--- src/rtl/load_store_unit.sv ---
// Load/store unit between the MEM stage and a word-wide, byte-addressed, big-endian data memory.
// Latency: ls_done in cycle 1 when misaligned, cycle 2 for LW/LH/LB/LHU/LBU/SW, cycle 3 for SB/SH (RMW).
// Backpressure: one request in flight; ls_ready is high only in IDLE and ls_req is ignored otherwise.
module load_store_unit #(
    parameter int ADDR_W = 12
) (
    input  logic              clk,
    input  logic              reset_n,
    input  logic              ls_req,
    input  logic [2:0]        ls_op,
    input  logic [ADDR_W-1:0] ls_addr,
    input  logic [31:0]       ls_wdata,
    output logic              ls_ready,
    output logic              ls_done,
    output logic              ls_err,
    output logic [31:0]       ls_rdata,
    output logic [ADDR_W-1:0] dm_addr,
    output logic [31:0]       dm_din,
    output logic              dm_cs,
    output logic              dm_wr,
    output logic              dm_rd,
    input  logic [31:0]       dm_dout
);

    localparam logic [2:0] OP_LB  = 3'b000;
    localparam logic [2:0] OP_LH  = 3'b001;
    localparam logic [2:0] OP_LW  = 3'b010;
    localparam logic [2:0] OP_LBU = 3'b011;
    localparam logic [2:0] OP_LHU = 3'b100;
    localparam logic [2:0] OP_SB  = 3'b101;
    localparam logic [2:0] OP_SH  = 3'b110;
    localparam logic [2:0] OP_SW  = 3'b111;

    typedef enum logic [2:0] {
        S_IDLE,
        S_LOAD,
        S_WRITE,
        S_RMW_RD,
        S_RMW_WR,
        S_DONE
    } state_t;

    // Natural alignment: words on 4-byte, halfwords on 2-byte boundaries.
    function automatic logic is_misaligned(input logic [2:0] op, input logic [1:0] off);
        logic mis;
        mis = 1'b0;
        case (op)
            OP_LW, OP_SW:         mis = (off != 2'b00);
            OP_LH, OP_LHU, OP_SH: mis = off[0];
            default:              mis = 1'b0;
        endcase
        return mis;
    endfunction

    // Pick the big-endian lane out of the word and extend it.
    function automatic logic [31:0] load_extend(input logic [2:0] op, input logic [1:0] off,
                                                input logic [31:0] w);
        logic [7:0]  b;
        logic [15:0] h;
        logic [31:0] r;
        case (off)
            2'd0:    b = w[31:24];
            2'd1:    b = w[23:16];
            2'd2:    b = w[15:8];
            default: b = w[7:0];
        endcase
        h = off[1] ? w[15:0] : w[31:16];
        case (op)
            OP_LB:   r = {{24{b[7]}}, b};
            OP_LBU:  r = {24'h0, b};
            OP_LH:   r = {{16{h[15]}}, h};
            OP_LHU:  r = {16'h0, h};
            default: r = w;
        endcase
        return r;
    endfunction

    // Replace the target byte/halfword lane of the fetched word with the store data.
    function automatic logic [31:0] merge_word(input logic [2:0] op, input logic [1:0] off,
                                               input logic [31:0] w, input logic [31:0] d);
        logic [31:0] r;
        r = w;
        if (op == OP_SB) begin
            case (off)
                2'd0:    r[31:24] = d[7:0];
                2'd1:    r[23:16] = d[7:0];
                2'd2:    r[15:8]  = d[7:0];
                default: r[7:0]   = d[7:0];
            endcase
        end else if (op == OP_SH) begin
            if (off[1]) r[15:0]  = d[15:0];
            else        r[31:16] = d[15:0];
        end else begin
            r = d;
        end
        return r;
    endfunction

    state_t              state_q,   state_d;
    logic [2:0]          op_q,      op_d;
    logic [1:0]          off_q,     off_d;
    logic [31:0]         wdata_q,   wdata_d;
    logic [31:0]         merge_q,   merge_d;
    logic [31:0]         rdata_q,   rdata_d;
    logic                err_q,     err_d;
    logic [ADDR_W-1:0]   dm_addr_q, dm_addr_d;
    logic                ready_q,   ready_d;
    logic                done_q,    done_d;
    logic                lserr_q,   lserr_d;

    logic                mem_cs;
    logic                mem_rd;
    logic                mem_wr;

    // Next-state, request latching, load extraction and merge-buffer capture.
    always_comb begin
        state_d   = state_q;
        op_d      = op_q;
        off_d     = off_q;
        wdata_d   = wdata_q;
        merge_d   = merge_q;
        rdata_d   = rdata_q;
        err_d     = err_q;
        dm_addr_d = dm_addr_q;
        case (state_q)
            S_IDLE: begin
                if (ls_req) begin
                    op_d      = ls_op;
                    off_d     = ls_addr[1:0];
                    wdata_d   = ls_wdata;
                    dm_addr_d = {ls_addr[ADDR_W-1:2], 2'b00};
                    err_d     = is_misaligned(ls_op, ls_addr[1:0]);
                    if (err_d)                state_d = S_DONE;
                    else if (ls_op <= OP_LHU) state_d = S_LOAD;
                    else if (ls_op == OP_SW)  state_d = S_WRITE;
                    else                      state_d = S_RMW_RD;
                end
            end
            S_LOAD: begin
                rdata_d = load_extend(op_q, off_q, dm_dout);
                state_d = S_DONE;
            end
            S_WRITE:  state_d = S_DONE;
            S_RMW_RD: begin
                merge_d = dm_dout;
                state_d = S_RMW_WR;
            end
            S_RMW_WR: state_d = S_DONE;
            default:  state_d = S_IDLE;
        endcase
        ready_d = (state_d == S_IDLE);
        done_d  = (state_d == S_DONE);
        lserr_d = (state_d == S_DONE) && err_d;
    end

    // State and registered handshake outputs; synchronous reset returns to IDLE.
    always_ff @(posedge clk) begin
        if (!reset_n) begin
            state_q   <= S_IDLE;
            op_q      <= 3'b000;
            off_q     <= 2'b00;
            wdata_q   <= 32'h0;
            merge_q   <= 32'h0;
            rdata_q   <= 32'h0;
            err_q     <= 1'b0;
            dm_addr_q <= '0;
            ready_q   <= 1'b1;
            done_q    <= 1'b0;
            lserr_q   <= 1'b0;
        end else begin
            state_q   <= state_d;
            op_q      <= op_d;
            off_q     <= off_d;
            wdata_q   <= wdata_d;
            merge_q   <= merge_d;
            rdata_q   <= rdata_d;
            err_q     <= err_d;
            dm_addr_q <= dm_addr_d;
            ready_q   <= ready_d;
            done_q    <= done_d;
            lserr_q   <= lserr_d;
        end
    end

    // Memory strobes and write data decoded from the current state.
    always_comb begin
        mem_cs = 1'b0;
        mem_rd = 1'b0;
        mem_wr = 1'b0;
        dm_din = 32'h0;
        case (state_q)
            S_LOAD: begin
                mem_cs = 1'b1;
                mem_rd = 1'b1;
            end
            S_WRITE: begin
                mem_cs = 1'b1;
                mem_wr = 1'b1;
                dm_din = wdata_q;
            end
            S_RMW_RD: begin
                mem_cs = 1'b1;
                mem_rd = 1'b1;
            end
            S_RMW_WR: begin
                mem_cs = 1'b1;
                mem_wr = 1'b1;
                dm_din = merge_word(op_q, off_q, merge_q, wdata_q);
            end
            default: ;
        endcase
    end

    // Strobes are gated by reset so a reset during a write cycle never commits it.
    assign dm_cs    = mem_cs & reset_n;
    assign dm_rd    = mem_rd & reset_n;
    assign dm_wr    = mem_wr & reset_n;
    assign dm_addr  = dm_addr_q;
    assign ls_ready = ready_q;
    assign ls_done  = done_q & reset_n;
    assign ls_err   = lserr_q & reset_n;
    assign ls_rdata = rdata_q;

endmodule

--- config.mk ---
export PLATFORM = sky130hd
export DESIGN_NAME = load_store_unit
export DESIGN_NICKNAME = d
export VERILOG_FILES = /design/src/rtl/load_store_unit.sv
export SDC_FILE = /design/constraint.sdc
export NUM_CORES = 1
export LEC_CHECK = 0
export BUFFER_PORTS_ARGS = -buffer_cell sky130_fd_sc_hd__clkbuf_2
export CAP_MARGIN = 20
export CORE_UTILIZATION = 58
export CTS_CLUSTER_SIZE = 14
export DETAILED_ROUTE_END_ITERATION = 16
export PLACE_DENSITY_LB_ADDON = 0.25
export SYNTH_ARGS = -nofsm -noshare
export SYNTH_HDL_FRONTEND = slang
export SYNTH_SLANG_ARGS = --single-unit
--- constraint.sdc ---
create_clock -name clk -period 4.4 [get_ports clk]
set_input_delay 0.22 -clock clk [delete_from_list [all_inputs] [get_ports clk]]
set_output_delay 0.22 -clock clk [all_outputs]
set_load 0.02 [all_outputs]
# Yosys cells after proc, flatten, opt, wreduce, memory -nomap -nowiden
# Cells that the tools add are included.
dict set report totals {
  elab_cells 73
  register_bits 118
  out_inout_bits 82
}
dict set report op_classes {
  n_lt_le_gt_ge 1
  reduce_logical 14
  n_eq_ne 17
  bitwise 5
  n_mux 25
}
# cell n
set ops {}
lappend ops {{case mux 32 bit (4 select lines)} 1}
lappend ops {{two-way mux 32 bit} 2}
lappend ops {{case mux 32 bit (2 select lines)} 1}
lappend ops {{two-way mux 16 bit} 3}
lappend ops {{two-way mux 8 bit} 4}
lappend ops {{equality test 3 bit, second input constant} 8}
lappend ops {{case mux 8 bit (3 select lines)} 1}
lappend ops {{equality test 3 x 2 -> 1 bit, second input constant} 4}
lappend ops {{equality test 3 x 1 -> 1 bit, second input constant} 3}
lappend ops {{logical NOT 3 bit} 3}
lappend ops {{case mux 3 bit (3 select lines)} 1}
lappend ops {{OR reduction 3 bit} 3}
lappend ops {{two-way mux 1 bit} 8}
lappend ops {{two-way mux 3 bit} 2}
lappend ops {{OR reduction 2 bit} 3}
lappend ops {{bitwise AND 1 bit} 5}
lappend ops {{OR reduction 4 bit} 1}
lappend ops {{<= comparator 3 bit, second input constant} 1}
lappend ops {{equality test 2 x 1 -> 1 bit, second input constant} 1}
lappend ops {{equality test 2 bit, second input constant} 1}
lappend ops {{logical NOT 2 bit} 1}
lappend ops {{two-way mux 2 bit} 1}
lappend ops {{case mux 1 bit (2 select lines)} 1}
lappend ops {{AND reduction 2 bit} 1}
lappend ops {{2 further kinds} 2}

# Depth between registers and ports, before layout
dict set report logic_depth {
  word_depth 10
  mapped_depth 8
  depth_no_buf 4
}

# Worst setup path after synthesis
# Ideal clock, no wire load.
dict set report synth_timing {
  path_type {register to output}
  start {register op_q[0]}
  end {output dm_din[10]}
  setup_slack_ns 2.660
  n_path_buf 2
  stages_incl_launch_ff 7
  t_arrival_ns 1.520
  required_ns 4.180
  cell_sequence {dfxtp_1 -> buf_4 -> and2b_1 -> buf_2 -> o21ai_1 -> a21oi_2 -> o211ai_1}
}
dict set report synth_between {
  elab_chain_len 4
  elab_cells_between_ends 5
  classes_between {eq/ne: 2; mux: 3}
}
# element line_no
set synth_rtl {}
lappend synth_rtl {{from (decl)} 100} ;# logic [2:0] op_q, op_d;
lappend synth_rtl {{from (signal assigned)} 172} ;# op_q <= op_d;
lappend synth_rtl {{equality test 3 bit} 90} ;# end else if (op == OP_SH) begin
lappend synth_rtl {{two-way mux 32 bit} 90}
lappend synth_rtl {{two-way mux 32 bit *} 83} ;# if (op == OP_SB) begin
lappend synth_rtl {{case mux 32 bit (2 select lines) *} 191} ;# case (state_q)
lappend synth_rtl {{to (decl)} 18} ;# output logic [31:0] dm_din,
# Mark *: on every way between the ends. The rest lies on a longest branch, timed or not.

# Worst setup path in the final report
dict set report layout_timing {
  start {register state_q[2]}
  end {output dm_din[6]}
}
dict set report layout_between {
  elab_chain_len 2
  elab_cells_between_ends 3
  classes_between {eq/ne: 2; mux: 1}
}
# element line_no
set layout_rtl {}
lappend layout_rtl {{from (decl)} 99} ;# state_t state_q, state_d;
lappend layout_rtl {{from (signal assigned)} 171} ;# state_q <= state_d;
lappend layout_rtl {{equality test 3 bit or equality test 3 x 2 -> 1 bit (tied branches)} 191}
lappend layout_rtl {{case mux 32 bit (2 select lines) *} 191}
# Marked as above.

==> flow_metrics.tcl <==
set metrics [dict create \
    outcome "completed" \
    syn_inst 788 \
    worstMarginPinSlew_ns 1.103 \
    hold_path.class "in -> reg" \
    syn_area_um2 6290 \
    clock_latency_ns 0.52 \
    drt_pass1_iterations 5 \
    coreArea_um2 10420 \
    synth-seq-area-share_pct 37.56 \
    cellPowerDensity_nw_per_um2 408.5 \
    pwr-share-comb_pct 18.6 \
    io_buffer_count 161 \
    finalMaxSlewViolations 0 \
    grtUsageMet2_pct 59.51 \
    synth_cell_types 56 \
    pwr-share-clk_pct 44.3 \
    ctsRootBufferMaster "clkbuf_8" \
    wirelength_um 20310 \
    ys_warn_count 0 \
    crit_slowest_cell "dfxtp_1" \
    vias 6663 \
    dp_hpwl_um 13080 \
    post_cts_buffers 0 \
    drive_gt1_share_pct 25.26 \
    reg2reg_from "state_q[2]" \
    syn2layout_area_growth_pct 30.04 \
    grt_pass1_vias 6298 \
    ctsResizeCount 0 \
    tritoncts "done" \
    crit_start "state_q[2]" \
    power_switching_mw 0.9843 \
    layout_commonest_cell "nand2_1" \
    end_kind "primary output" \
    p_seq_share_pct 37.1 \
    p_int_mw 2.357 \
    gr-usage-all-layers_pct 35.89 \
    numCtsBuffers 17 \
    postSynth.asyncResetShare_pct 0 \
    critPathKind "reg -> out" \
    ir_worst_vdd_uv 263.9 \
    synth_edf_count 0 \
    fin_worst_skew_ns 0.01148 \
    avgSynthCellArea_um2 7.982 \
    fillers 725 \
    antenna_found_initial 0 \
    die_area_um2 11260 \
    drtIter0Drc 638 \
    crit_path_max_incr_delay_ns 0.72 \
    setup_viol 0 \
    die_h_um 106.1 \
    drc 0 \
    hold_violations 0 \
    grt_max_degree 84 \
    setup_tns_ns 0 \
    finalCritPeriodShare_pct 71.99 \
    min_from "dm_dout[7]" \
    total_power_mw 3.341 \
    power_leakage_nw 3.426 \
    synth_seq_cells 118 \
    startpoint_type "register" \
    fin_util_pct 78.52 \
    wire_per_inst_um 18.30 \
    rsz0062_at_grt "no" \
    final_area_um2 8179 \
    rows 37 \
    p_sw_share_pct 29.46 \
    cts_max_level 4 \
    cp_num_buf_inv 1 \
    finalWorstPathRequiredPeriod_ns 3.168 \
    max_freq_mhz 315.7 \
    clock_path_buffers 2 \
    ioPinCount 164 \
    vias_per_cell 6.003 \
    synth_top_flop_cell "dfxtp_1" \
    initial_core_util_pct 60.38 \
    dp_cells 1021 \
    grt_pass1_wl_um 31790 \
    maxCapViolations 0 \
    postPlaceCellArea_um2 6950 \
    path_cells "nor3b_2 > and2_1 > and2_0 > a22o_1 > clkbuf_2" \
    grtUsageMet1_pct 45.80 \
    nets 1043 \
    grt-ovfl-total 0 \
    use_met3_pct 7.357 \
    cts.sinks 118 \
    gp_congestion 0.9267 \
    top_usage_layer "met2" \
    ant_nets 0 \
    layout.cells.non_filler 1110 \
    path_delay_family "simple AND/OR/NAND/NOR gates" \
    die_w_um 106.1 \
    cp.arrival_ns 2.95 \
    final_cell_mix "nand2_1, clkbuf_2, a21oi_1" \
    max_slew_margin_pct 26.27 \
    critPathMaxFanout 15 \
    path_clk_slew_ns 0.06 \
    n_antenna_cell 0 \
    cp.required_ns 4.18 \
]
==> power groups by stage <==
stage                     sequential (mW)  combinational, mW  clock, mW
final                                1.24              0.623       1.48
after global routing                 1.25              0.670       1.53
after CTS                            1.23              0.609       1.49
after detailed placement             1.26              0.566          0
after global placement               1.25              0.552          0
after floorplan                      1.27              0.370          0
==> worst register-to-register path, cell delays in order, from the launching register on <==
cell     delay [ns]
dfxtp_1        0.72
nor3_1         0.16
nand2_1        0.83
buf_4          0.39
nand2_1        0.08
a21oi_1        0.18
==> through the flow <==
stage               hold WS, ns  worst slack [ns]
floorplan                0.3495             2.660
global placement         0.4429             1.626
finish                  0.01694             1.232
global route            0.02222             1.058
CTS                  0.00007661            0.9547
detailed placement       0.4476             1.520
==> routing by layer <==
layer	vias to the layer above	routed length, um
li1	3135	-
met1	3108	8314
met2	371	9744
met3	49	1830
met4	0	423
met5	-	0
==> Yosys cell counts, drive strengths merged, types with 5 or more instances <==
cell type / count / area, um2
a21o: 16 / 120.1
a21oi: 124 / 628.1
a221oi: 15 / 131.4
a22o: 16 / 140.1
a22oi: 8 / 60.06
a32oi: 8 / 70.07
and2: 5 / 31.28
buf: 42 / 252.7
clkbuf: 28 / 105.1
dfxtp: 118 / 2362
inv: 10 / 37.54
mux2: 32 / 360.4
mux2i: 29 / 290.3
nand2: 207 / 777.0
nand2b: 5 / 31.28
nand3: 7 / 35.03
nor2: 10 / 45.04
nor3b: 5 / 65.06
o211ai: 8 / 60.06
o21a: 8 / 60.06
o21ai: 29 / 145.1
o21bai: 8 / 60.06
o22ai: 15 / 93.84
==> cell type report <==
class                      count  area (um2)  share of cell area, %
sequential                   118        2364                  28.90
clock inverter                13       193.9                  2.371
clock buffer                  19       441.7                  5.400
inverter                      10       37.54                 0.4589
tap                          136       170.2                  2.080
timing repair buffer         223        1436                  17.56
multi-input combinational    591        3536                  43.23
==> repair_timing <==
item	in CTS	in global routing
setup endpoints to repair	0	0
hold buffers	55	0
endpoints found under the hold margin	56	0
==> final timing paths <==
check	cells past startpoint	slack, ns	endpoint
setup / recovery	5	1.23	dm_din[6]
hold / removal	3	0.02	merge_q[7]
setup reg to reg	5	1.96	wdata_q[1]
hold reg to reg	2	0.46	merge_q[7]
==> registers in the layout (all words and copies together) (netlist names) <==
name	cells
dm_addr	10
done_q	1
err_q	1
ls_rdata	32
ls_ready	1
lserr_q	1
merge_q	32
off_q	2
op_q	3
state_q	3
wdata_q	32
==> logic make-up (layout without fill, tap and decap cells) <==
group	count (synthesis)	in the layout	synth area share [%]
simple gates	261	261	18.74
other cells	1	2	0.05962
mux	62	62	10.70
compound gates	262	262	25.98
xor+xnor	4	4	0.6765
flops	118	118	37.56
buf+inv	80	265	6.286
Note: power is estimated with default switching activity, not from simulation.
